==> config.mk <==
export PLATFORM = sky130hd
export DESIGN_NAME = wbuf_drain
export DESIGN_NICKNAME = d
export VERILOG_FILES = /design/src/rtl/wbuf_drain_pkg.sv /design/src/rtl/wbuf_drain_backoff.sv /design/src/rtl/wbuf_drain.sv
export SDC_FILE = /design/constraint.sdc
export NUM_CORES = 1
export LEC_CHECK = 0
export ABC_AREA = 1
export BUFFER_PORTS_ARGS = -buffer_cell sky130_fd_sc_hd__clkbuf_2
export CORE_MARGIN = 10
export CORE_UTILIZATION = 50
export DETAILED_ROUTE_END_ITERATION = 16
export GPL_TIMING_DRIVEN = 1
export PLACE_DENSITY = 0.93
export RECOVER_POWER = 50
export SETUP_SLACK_MARGIN = 0.3
export SYNTH_ARGS = -nofsm -noshare
export SYNTH_HDL_FRONTEND = slang
export SYNTH_HIERARCHICAL = 1
export SYNTH_SLANG_ARGS = --single-unit
==> constraint.sdc <==
create_clock -name sClk_i -period 2 [get_ports sClk_i]
set_input_delay 0.1 -clock sClk_i [delete_from_list [all_inputs] [get_ports sClk_i]]
set_output_delay 0.1 -clock sClk_i [all_outputs]
set_load 0.02 [all_outputs]
==> src/rtl/wbuf_drain_pkg.sv <==
// wbuf_drain shared package: FIFO entry layout and drain FSM encoding.
// Entry layout is {strobe, data, address}, address at bit 0.
package wbuf_drain_pkg;

  typedef enum logic [1:0] {
    ST_IDLE    = 2'd0,
    ST_ISSUE   = 2'd1,
    ST_BACKOFF = 2'd2
  } state_e;

  localparam int ADDR_LSB = 0;
  localparam int W_BKO    = 8;
  localparam int W_RTY    = 4;

  function automatic int data_lsb(input int w_addr);
    return ADDR_LSB + w_addr;
  endfunction

  function automatic int strb_lsb(input int w_addr, input int w_data);
    return ADDR_LSB + w_addr + w_data;
  endfunction

endpackage

==> src/rtl/wbuf_drain_backoff.sv <==
// wbuf_drain_backoff: loadable down-counter gating the retry backoff.
// done_o flags the cycle in which the count reaches zero.
module wbuf_drain_backoff
  import wbuf_drain_pkg::*;
#(
  parameter int W = W_BKO
) (
  input  logic         sClk_i,
  input  logic         snRst_i,
  input  logic         load_i,
  input  logic [W-1:0] load_val_i,
  input  logic         en_i,
  output logic         done_o
);

  logic [W-1:0] cnt_q, cnt_d;

  // load on retry, otherwise count down while enabled
  always_comb begin
    cnt_d = cnt_q;
    if (load_i) begin
      cnt_d = load_val_i;
    end else if (en_i && cnt_q != '0) begin
      cnt_d = cnt_q - W'(1);
    end
  end

  // counter register
  always_ff @(posedge sClk_i or negedge snRst_i) begin
    if (!snRst_i) begin
      cnt_q <= '0;
    end else begin
      cnt_q <= cnt_d;
    end
  end

  assign done_o = en_i & (cnt_q <= W'(1));

endmodule

==> src/rtl/wbuf_drain.sv <==
// wbuf_drain: pops write-buffer entries and issues single-beat writes.
// WBUF_DRAIN_RETRY_EN enables retry with backoff on write errors.
module wbuf_drain
  import wbuf_drain_pkg::*;
#(
  parameter int W_ADDR      = 32,
  parameter int W_DATA      = 32,
  parameter int W_ENTRY     = W_ADDR + W_DATA + W_DATA / 8,
  parameter int C_MAX_RETRY = 3,
  parameter int C_BACKOFF   = 4
) (
  input  logic                sClk_i,
  input  logic                snRst_i,
  input  logic                FifoEmpty_i,
  input  logic [W_ENTRY-1:0]  FifoData_i,
  output logic                FifoRead_o,
  output logic                MemValid_o,
  output logic [W_ADDR-1:0]   MemAddr_o,
  output logic [W_DATA-1:0]   MemWData_o,
  output logic [W_DATA/8-1:0] MemWStrb_o,
  input  logic                MemReady_i,
  input  logic                MemErr_i,
  input  logic [W_ADDR-1:0]   ChkAddr_i,
  output logic                Hazard_o,
  output logic                Idle_o,
  output logic                ErrSticky_o,
  output logic [W_ADDR-1:0]   ErrAddr_o,
  input  logic                ErrClr_i
);

  localparam int W_STRB = W_DATA / 8;
  localparam int D_LSB  = data_lsb(W_ADDR);
  localparam int S_LSB  = strb_lsb(W_ADDR, W_DATA);

  state_e              state_q, state_d;
  logic                valid_q, valid_d;
  logic [W_ADDR-1:0]   addr_q, addr_d;
  logic [W_DATA-1:0]   data_q, data_d;
  logic [W_STRB-1:0]   strb_q, strb_d;
  logic                err_sticky_q, err_sticky_d;
  logic [W_ADDR-1:0]   err_addr_q, err_addr_d;

  logic hs_w;
  logic err_w;
  logic retry_w;
  logic drop_w;
  logic pop_w;
  logic done_w;

  assign hs_w  = valid_q & MemReady_i;
  assign err_w = hs_w & MemErr_i;

`ifdef WBUF_DRAIN_RETRY_EN
  logic [W_RTY-1:0] rty_q, rty_d;
  logic             bko_done_w;
  logic             resume_w;

  assign retry_w  = err_w & (rty_q < W_RTY'(C_MAX_RETRY));
  assign resume_w = (state_q == ST_BACKOFF) & bko_done_w;

  wbuf_drain_backoff #(
    .W (W_BKO)
  ) u_backoff (
    .sClk_i     (sClk_i),
    .snRst_i    (snRst_i),
    .load_i     (retry_w),
    .load_val_i (W_BKO'(C_BACKOFF)),
    .en_i       (state_q == ST_BACKOFF),
    .done_o     (bko_done_w)
  );
`else
  assign retry_w = 1'b0;
`endif

  assign drop_w = err_w & ~retry_w;
  assign pop_w  = ~FifoEmpty_i
                & ((state_q == ST_IDLE)
                 | ((state_q == ST_ISSUE) & MemReady_i & ~retry_w));
  assign done_w = hs_w & ~retry_w & ~pop_w;

  // drain FSM: pop/issue, retry into backoff, or fall back to idle
  always_comb begin
    state_d = state_q;
    valid_d = valid_q;
    addr_d  = addr_q;
    data_d  = data_q;
    strb_d  = strb_q;
`ifdef WBUF_DRAIN_RETRY_EN
    rty_d   = rty_q;
`endif
    unique case (1'b1)
      pop_w: begin
        state_d = ST_ISSUE;
        valid_d = 1'b1;
        addr_d  = FifoData_i[ADDR_LSB +: W_ADDR];
        data_d  = FifoData_i[D_LSB +: W_DATA];
        strb_d  = FifoData_i[S_LSB +: W_STRB];
`ifdef WBUF_DRAIN_RETRY_EN
        rty_d   = '0;
`endif
      end
`ifdef WBUF_DRAIN_RETRY_EN
      retry_w: begin
        state_d = ST_BACKOFF;
        valid_d = 1'b0;
        rty_d   = rty_q + W_RTY'(1);
      end
      resume_w: begin
        state_d = ST_ISSUE;
        valid_d = 1'b1;
      end
`endif
      done_w: begin
        state_d = ST_IDLE;
        valid_d = 1'b0;
      end
      default: ;
    endcase
  end

  // first dropped entry latches; clear wins over a new drop
  always_comb begin
    err_sticky_d = err_sticky_q;
    err_addr_d   = err_addr_q;
    if (ErrClr_i) begin
      err_sticky_d = 1'b0;
      err_addr_d   = '0;
    end else if (drop_w && !err_sticky_q) begin
      err_sticky_d = 1'b1;
      err_addr_d   = addr_q;
    end
  end

  // state, payload and error registers
  always_ff @(posedge sClk_i or negedge snRst_i) begin
    if (!snRst_i) begin
      state_q      <= ST_IDLE;
      valid_q      <= 1'b0;
      addr_q       <= '0;
      data_q       <= '0;
      strb_q       <= '0;
      err_sticky_q <= 1'b0;
      err_addr_q   <= '0;
`ifdef WBUF_DRAIN_RETRY_EN
      rty_q        <= '0;
`endif
    end else begin
      state_q      <= state_d;
      valid_q      <= valid_d;
      addr_q       <= addr_d;
      data_q       <= data_d;
      strb_q       <= strb_d;
      err_sticky_q <= err_sticky_d;
      err_addr_q   <= err_addr_d;
`ifdef WBUF_DRAIN_RETRY_EN
      rty_q        <= rty_d;
`endif
    end
  end

  assign FifoRead_o  = pop_w;
  assign MemValid_o  = valid_q;
  assign MemAddr_o   = addr_q;
  assign MemWData_o  = data_q;
  assign MemWStrb_o  = strb_q;
  assign Hazard_o    = valid_q & (addr_q == ChkAddr_i);
  assign Idle_o      = FifoEmpty_i & (state_q == ST_IDLE);
  assign ErrSticky_o = err_sticky_q;
  assign ErrAddr_o   = err_addr_q;

endmodule

======== Yosys cells after proc, flatten, opt, wreduce, memory -nomap -nowiden ========
Cells that the tools add are included.
storage, ports and cells
  bits of input ports ..................... 106
  output and inout bits ................... 105
  register bits ........................... 104
cells by class
  bitwise logic cells ..................... 10
  eq/ne operators ......................... 2
  reduce and logical (&&, ||, !) cells .... 5
  multiplexer cells ....................... 6
operators with widths
  cell                                                 number
  two-way mux 32 bit                                   2
  equality test 32 bit                                 1
  AND 1 bit                                            7
  one-hot mux 2 bit (2 select lines)                   1
  nonzero test 2 bit                                   2
  equality test 2 x 1 -> 1 bit, second input constant  1
  zero test 2 bit                                      1
  two-way mux 1 bit                                    2
  NOT 1 bit                                            2
  one-hot mux 1 bit (2 select lines)                   1
  logical AND 1 bit                                    1
  zero test 1 bit                                      1
  bitwise OR 1 bit                                     1

======== Depth between registers and ports, before layout ========
Gate-level depths: netlist of run 1.
  depth in word-level cells ............... 7
  depth in mapped cells ................... 8
  gate-level depth less buffers ........... 8

======== Worst setup path after synthesis of run 1 ========
No wires, ideal clock.
  path type ............................... reg2reg
  start point ............................. register state_q[0]
  end point ............................... register addr_q[11], in the netlist MemAddr_o[11]
  stages on the path, launching flop included .. 9
  setup slack ............................. 0.623 ns
  library setup time ...................... 0.119 ns
  buffers on the path ..................... 2
  arrival ................................. 1.258 ns
  path through ............................ dfrtp_1 > inv_2 > or2_4 > nand2_4 > inv_2 > buf_6 > buf_6 > nand2_1 > o21ai_2
between the ends
  word-level cells in the longest chain between the ends .. 4
ends and longest elaborated chain
  element                       line               source
  start, declared               wbuf_drain.sv:35   state_e state_q, state_d;
  start signal, assigned        wbuf_drain.sv:148  state_q <= state_d;
  equality test 2 x 1 -> 1 bit  wbuf_drain.sv:78   | ((state_q == ST_ISSUE) & MemReady_i & ~retry_w));
  AND 1 bit                     wbuf_drain.sv:78
  bitwise OR 1 bit *            wbuf_drain.sv:78
  AND 1 bit *                   wbuf_drain.sv:77   & ((state_q == ST_IDLE)
  end signal, assigned          wbuf_drain.sv:150  addr_q <= addr_d;
  end, declared                 wbuf_drain.sv:37   logic [W_ADDR-1:0] addr_q, addr_d;
Mark *: on every way between the ends. The rest lies on a longest branch, timed or not.
A chain may end at the register's enable or synchronous reset.

======== Worst setup path after layout of run 1 ========
  start point ............................. register state_q[0]
  end point ............................... output FifoRead_o
between the ends
  word-level cells in the longest chain between the ends .. 4
ends and longest elaborated chain
  element                       line              source
  equality test 2 x 1 -> 1 bit  wbuf_drain.sv:78
  AND 1 bit                     wbuf_drain.sv:78
  bitwise OR 1 bit *            wbuf_drain.sv:78
  AND 1 bit *                   wbuf_drain.sv:77
  end, declared                 wbuf_drain.sv:16  output logic FifoRead_o,
Marked as above.

==> results of run 1 <==
==> layer usage <==
| layer | vias up | share of wire [%] | global-route usage [%] |
|---|---|---|---|
| li1 | 2182 | - | - |
| met1 | 2227 | 36 | 27.2 |
| met2 | 319 | 49 | 43.3 |
| met3 | 37 | 13 | 11.7 |
| met4 | 0 | 2.3 | 7.69 |
| met5 | - | 0 | 0 |
==> logic make-up after synthesis <==
family | after synthesis | share of synthesized area, %
and+or+nand+nor | 250 | 21.8
DFF | 102 | 57.7
buffers and inverters | 100 | 10.0
AOI/OAI and AO/OA | 67 | 8.93
xor gates and xnor gates | 8 | 1.58
==> tightest hold or removal path, cell delays in order <==
cell	delay, ns
clkbuf_2	0.08
nand3_1	0.14
a21oi_1	0.10
==> how the worst max path moves through the flow <==
stage               endpoint  depth (start not counted)  slack (ns)
2_1_floorplan  MemAddr_o[11]                          8        0.62
3_3_place_gp      FifoRead_o                          6        0.60
3_5_place_dp      FifoRead_o                          6        0.54
4_1_cts           FifoRead_o                          6        0.29
5_1_grt        ErrAddr_o[25]                          3        0.15
6_report          FifoRead_o                          6        0.29
==> area by class of cell <==
type                    instances  area share, %
flip-flops and latches        102           39.1
multi-input cells             325           22.2
repair buffers                300           28.9
inverters                      80           4.64
clock inverters                 5          0.901
clock buffers                  11           2.17
well taps                     108           2.07
==> Yosys cell counts <==
cell	n
nand2_1	218
dfrtp_1	102
inv_1	77
o21ai_0	28
o22ai_1	25
nor2_1	18
nand3_1	10
buf_2	9
buf_6	7
o21ai_2	7
o21ai_1	5
xnor2_1	5
xor2_1	3
clkbuf_1	2
inv_2	2
nor3_1	2
a21oi_1	1
buf_1	1
buf_4	1
clkinv_1	1
nand2_4	1
o211ai_1	1
or2_4	1
==> timing repair <==
item | in CTS | in global routing
hold buffers | 71 | 0
gates cloned | 0 | 1
hold endpoints to repair | 172 | 0
resized for setup | 9 | 19
setup buffers | 5 | 6
pin swaps | 5 | 11
setup endpoints to repair | 2 | 2
==> power by group through the flow <==
stage	registers [W]	logic [W]	clock network [W]
after global placement	0.00253	0.00134	0
after CTS	0.00250	0.00152	0.00134
after global routing	0.00255	0.00169	0.00143
after floorplan	0.00283	0.000471	0
after detailed placement	0.00254	0.00138	0
final	0.00252	0.00155	0.00132
==> state kept, by name (all words and copies together), names as in the netlist <==
| signal | cells |
|---|---|
| ErrAddr_o | 32 |
| MemWData_o | 32 |
| state_q | 1 |
| MemAddr_o | 32 |
| MemWStrb_o | 4 |
| ErrSticky_o | 1 |
==> stage by stage <==
step,hold slack [ns],utilization [%],setup WS (ns)
floorplan,-0.196,-,0.623
detailed placement,-0.0462,64.0,0.542
global placement,-0.0452,64.0,0.602
global route,0.102,75.2,0.154
CTS,0.0414,75.2,0.288
finish,0.103,75.2,0.287
==> impl_results.md, run 1 <==
- Inserted Diodes: 0
- Post-layout nets: 924
- 1st-iter DRT viols: 425
- Fill cells: 605
- I/O Buffers: 210
- Core box area: 8680 um^2
- Fin. max-slew vios: 0
- Vias in the first global route: 5,072
- Cell Pwr Density: 826 nW/um^2
- Placed inst area: 5560 um^2
- RSZ-0062 raised after global routing: yes
- Clock-pin slew on the worst setup and hold paths: 0.09 ns
- Seq pwr share: 46.8%
- Final WL: 17,100 um
- Fmax: 0.584 GHz
- Die width: 114 um
- Htree depth: 3
- Area Overhead vs Synth: 47.4%
- Largest net degree at the start of global routing: 57
- CP max-delay cell: dfrtp_1
- Detailed placement HPWL: 11,200 um
- Register Area: 2550 um^2
- Routed len/inst: 18.4 um
- Critical Path, Cell by Cell: inv_2, or2_0, nand2_4, inv_4, buf_12, clkbuf_2
- Leak: 3.54 nW
- Placed insts: 832
- Cell variety after synth: 23
- Result of the run: finished, final reports clean
- Fin area: 6530 um^2
- Switching portion of total power: 35.2%
- P_int: 0.00349 W
- Slew headroom: 40.3%
- CP delay by family, top: buffers and inverters
- Die Y: 114 um
- Startpoint types: flop
- Worst reg2reg path depth: 6
- Clock tree buffer depth: 2
- DR vias: 4,765
- Switch Pwr: 0.00190 W
- Layout cells sized above 1: 26.9%
- Drt drc: 0
- Min-delay src: MemErr_i
- Combinational power share: 28.8%
- Buf/Inv on CP: 4
- CTS tree: done
- Post-synthesis sequential area ratio: 57.7%
- Total grt overflow: 0
- WP data required: 1.90 ns
- Crit Reg-Reg Startpoint: state_q[0]
- Max Fanout on Critical Path: 22
- First-pass GRT wire length: 26,400 um
- Die ar.: 13,000 um^2
- Worst Setup End Kind: primary output
- Clk pwr share: 24.4%
- Pwr Total: 0.00539 W
- Least-Margin Pin Slew: 0.895 ns
- First-pass DRT Iterations: 5
- Cell taking the most area after synthesis: dfrtp_1
- Num ports: 211
- Reg-to-reg setup timing slack: 0.46 ns
- Max cap viols: 0
- Final setup TNS: 0 ns
- Clk_lat worst skew: 0.36 ns
- Most frequent cells in the layout: nand2_1, clkbuf_2, dfrtp_1
- Initial antenna violation count: 0
- Minimum clock period: 1.71 ns
- Final worst-path cycle share: 85.7%
- CP Launch Point: state_q[0]
- #FFs+latches synth: 102
- Tot GR Track Use: 25.3%
- Final Hold Viols: 0
- Hold depth: 3
- Synth Cell Area: 4430 um^2
- Root Buffer: clkbuf_8
- R2R Path End: MemWData_o[11]
- CP Class: reg2out
- Inserted Clock Buffers: 9
- Worst vdd ir: 0.436 mV
- Warnings from Yosys: 6
- Vias per std cell: 5.12
- Hold EP: ErrSticky_o
- Non-Filler Instances: 931
- Hold Crit Class: in2reg
- Commonest non-fill, non-tap cell in the layout: nand2_1
- RD Place Congestion: 0.870
- Synth Net Count: 633
- Num rows: 34
- Clock skew: 0.0138 ns
- Routed Antenna Nets: 0
- CP peak stage delay: 0.43 ns
- Footprint of the multi-input gates: 1450 um^2
- Synthesized area per cell: 8.40 um^2
- Cells after Synth: 527
- Post-synth top area share: 57.7%
- Starting Density: 51.0%
- Critical path arrival: 1.61 ns
- # setup viols final: 0
- Main area contributors after synthesis: dfrtp_1, nand2_1, inv_1, o22ai_1, o21ai_0
- Clk sink count: 102
Power figures use the tool's default switching activity.
==> inputs of run 2 (changes only) <==
--- a/config.mk
+++ b/config.mk
@@ -8,10 +8,10 @@
 export ABC_AREA = 1
 export BUFFER_PORTS_ARGS = -buffer_cell sky130_fd_sc_hd__clkbuf_2
 export CORE_MARGIN = 10
-export CORE_UTILIZATION = 50
+export CORE_UTILIZATION = 35
 export DETAILED_ROUTE_END_ITERATION = 16
 export GPL_TIMING_DRIVEN = 1
-export PLACE_DENSITY = 0.93
+export PLACE_DENSITY = 0.71
 export RECOVER_POWER = 50
 export SETUP_SLACK_MARGIN = 0.3
 export SYNTH_ARGS = -nofsm -noshare
==> constraint.sdc (replaced) <==
create_clock -name sClk_i -period 2.2 [get_ports sClk_i]
set_input_delay 0.11 -clock sClk_i [delete_from_list [all_inputs] [get_ports sClk_i]]
set_output_delay 0.11 -clock sClk_i [all_outputs]
set_load 0.02 [all_outputs]
==> run 2 against run 1 <==
Against the previous run: global-route usage shrank 8.0 points; register-to-register slack improved by 0.25 ns; worst setup slack better by 0.12 ns; combinational power shrank 17%; largest cell class unchanged; critical endpoint unchanged; highest routed layer is now met5; first-iteration DRC count decreased by 38%; clock power up 17%; final area increased by 0.12%; die area rose by 35%; largest power group unchanged; sequential share of layout area shrank 0.064 points; sequential power down 9.9%; routed wire length fell by 9.4%; worst hold slack gained 0.0069 ns.
==> impl_results.md, run 2 (same netlist as run 1, synthesis figures left out) <==
- Die Y: 132 um
- RD Place Congestion: 0.797
- CP dominant cell by count: inv_2
- Num ports: 211
- 1st-iter DRT viols: 263
- Worst Setup End Kind: primary output
- Final setup TNS: 0 ns
- Worst setup margin: 0.405 ns
- Result of the run: finished, final reports clean
- Area Overhead vs Synth: 47.6%
- Clock-pin slew on the worst setup and hold paths: 0.07 ns
- Most frequent cells in the layout: nand2_1, clkbuf_2, dfrtp_1
- CP max-delay cell: dfrtp_1
- Tot GR Track Use: 17.3%
- Switch Pwr: 0.00170 W
- Buf/Inv on CP: 4
- Drt drc: 0
- Layout cells sized above 1: 20.6%
- Htree depth: 3
- Pwr Total: 0.00511 W
- Minimum clock period: 1.79 ns
- Max cap viols: 0
- Final Hold Viols: 0
- Routed Antenna Nets: 0
- RSZ-0062 raised after global routing: no
- Commonest non-fill, non-tap cell in the layout: nand2_1
- Critical Path, Cell by Cell: inv_2, or2_0, nand2_4, inv_2, buf_4, clkbuf_2
- Critical path arrival: 1.68 ns
- Final worst-path cycle share: 81.6%
- Leak: 3.44 nW
- Startpoint types: flop
- Least-Margin Pin Slew: 0.979 ns
- Cell Pwr Density: 782 nW/um^2
- Dpl ws: 0.759 ns
- Num rows: 41
- Vias per std cell: 4.45
- First-pass GRT wire length: 24,500 um
- WP data required: 2.09 ns
- Initial antenna violation count: 2
- Core box area: 12,500 um^2
- Starting Density: 35.4%
- # Post-CTS Setup Buffers: 0
- First-pass DRT Iterations: 4
- # setup viols final: 0
- CTS tree: done
- Largest net degree at the start of global routing: 53
- I/O Buffers: 210
- Inserted Clock Buffers: 9
- Fin. max-slew vios: 0
- Combinational power share: 25.3%
- Final hold slack: 0.110 ns
- Root Buffer: clkbuf_16
- Vias in the first global route: 4,605
- Seq pwr share: 44.5%
- Worst vdd ir: 0.363 mV
- Switching portion of total power: 33.2%
- Final WL: 15,500 um
- Detailed placement HPWL: 10,800 um
- Clk_lat worst skew: 0.35 ns
- P_int: 0.00341 W
- Max Fanout on Critical Path: 29
- CP peak stage delay: 0.41 ns
- Clock skew: 0.00494 ns
- CP Class: reg2out
- Slew headroom: 34.7%
- Routed len/inst: 15.8 um
- Post-layout nets: 913
- Clk sink count: 102
- Die ar.: 17,500 um^2
- Total grt overflow: 0
- CP delay by family, top: buffers and inverters
- Fmax: 0.557 GHz
- Die width: 132 um
- Hold Crit Class: in2reg
- Clk pwr share: 30.2%
- Clock tree buffer depth: 2
- DR vias: 4,392
==> run 2: cell count changes in the layout (fill, tap and decap cells not counted), sizes merged <==
cell,before,now
bufinv,1,0
clkinvlp,2,1
diode,0,2
buf,17,8
==> run 2: final cells by class <==
cell class | instances | area [um^2]
inverter | 80 | 300
multi-input combinational | 325 | 1440
clock buffer | 13 | 270
clock inverter | 3 | 17.5
tap | 172 | 215
timing repair buffer | 289 | 1730
fill | 1228 | 5980
sequential | 102 | 2550
antenna | 2 | 5.00
==> run 2: worst register-to-register path, delay by kind of cell (launching register included) <==
kind	cells	cell delay [ns]
buffers and inverters	2	0.45
and+or+nand+nor	4	0.60
DFF	1	0.39
==> run 2: power groups by stage <==
| stage | clock network [W] | logic [W] | registers, W |
|---|---|---|---|
| floorplan | 0 | 0.000429 | 0.00258 |
| global placement | 0 | 0.00123 | 0.00229 |
| detailed placement | 0 | 0.00125 | 0.00230 |
| CTS | 0.00159 | 0.00135 | 0.00227 |
| global route | 0.00166 | 0.00143 | 0.00230 |
| finish | 0.00155 | 0.00129 | 0.00227 |
==> run 2: path summary, 6_finish.rpt <==
check | startpoint | to | slack, ns | cells past startpoint
min in group asynchronous | snRst_i | MemAddr_o[4] | 0.49 | 2
worst max register to register | state_q[0] | MemWData_o[9] | 0.71 | 6
worst max-delay path | state_q[0] | FifoRead_o | 0.41 | 6
worst min register to register | MemWData_o[14] | MemWData_o[14] | 0.48 | 2
max in group asynchronous | snRst_i | MemWData_o[2] | 0.43 | 3
worst min-delay path | MemErr_i | ErrSticky_o | 0.11 | 3
==> run 2: routing by layer <==
metal / global-route usage (%) / up-vias / part of all wire, %
met5: 0 / - / 0.084
met4: 8.01 / 2 / 2.9
met3: 6.81 / 37 / 8.5
met2: 27.8 / 170 / 48
met1: 19.8 / 2014 / 41
li1: - / 2169 / -
==> run 2: what timing repair did <==
item	4_1_cts	5_1_grt
endpoints found under the setup margin	0	1
hold buffers	71	0
hold endpoints to repair	104	0
resized for setup	0	8
==> run 2: through the flow <==
stage	instances	cell area, um^2	util (%)
2_1_floorplan	527	4430	-
3_3_place_gp	897	5630	45.0
3_5_place_dp	897	5630	45.0
4_1_cts	984	6630	53.0
5_1_grt	985	6530	52.2
6_report	986	6530	52.2
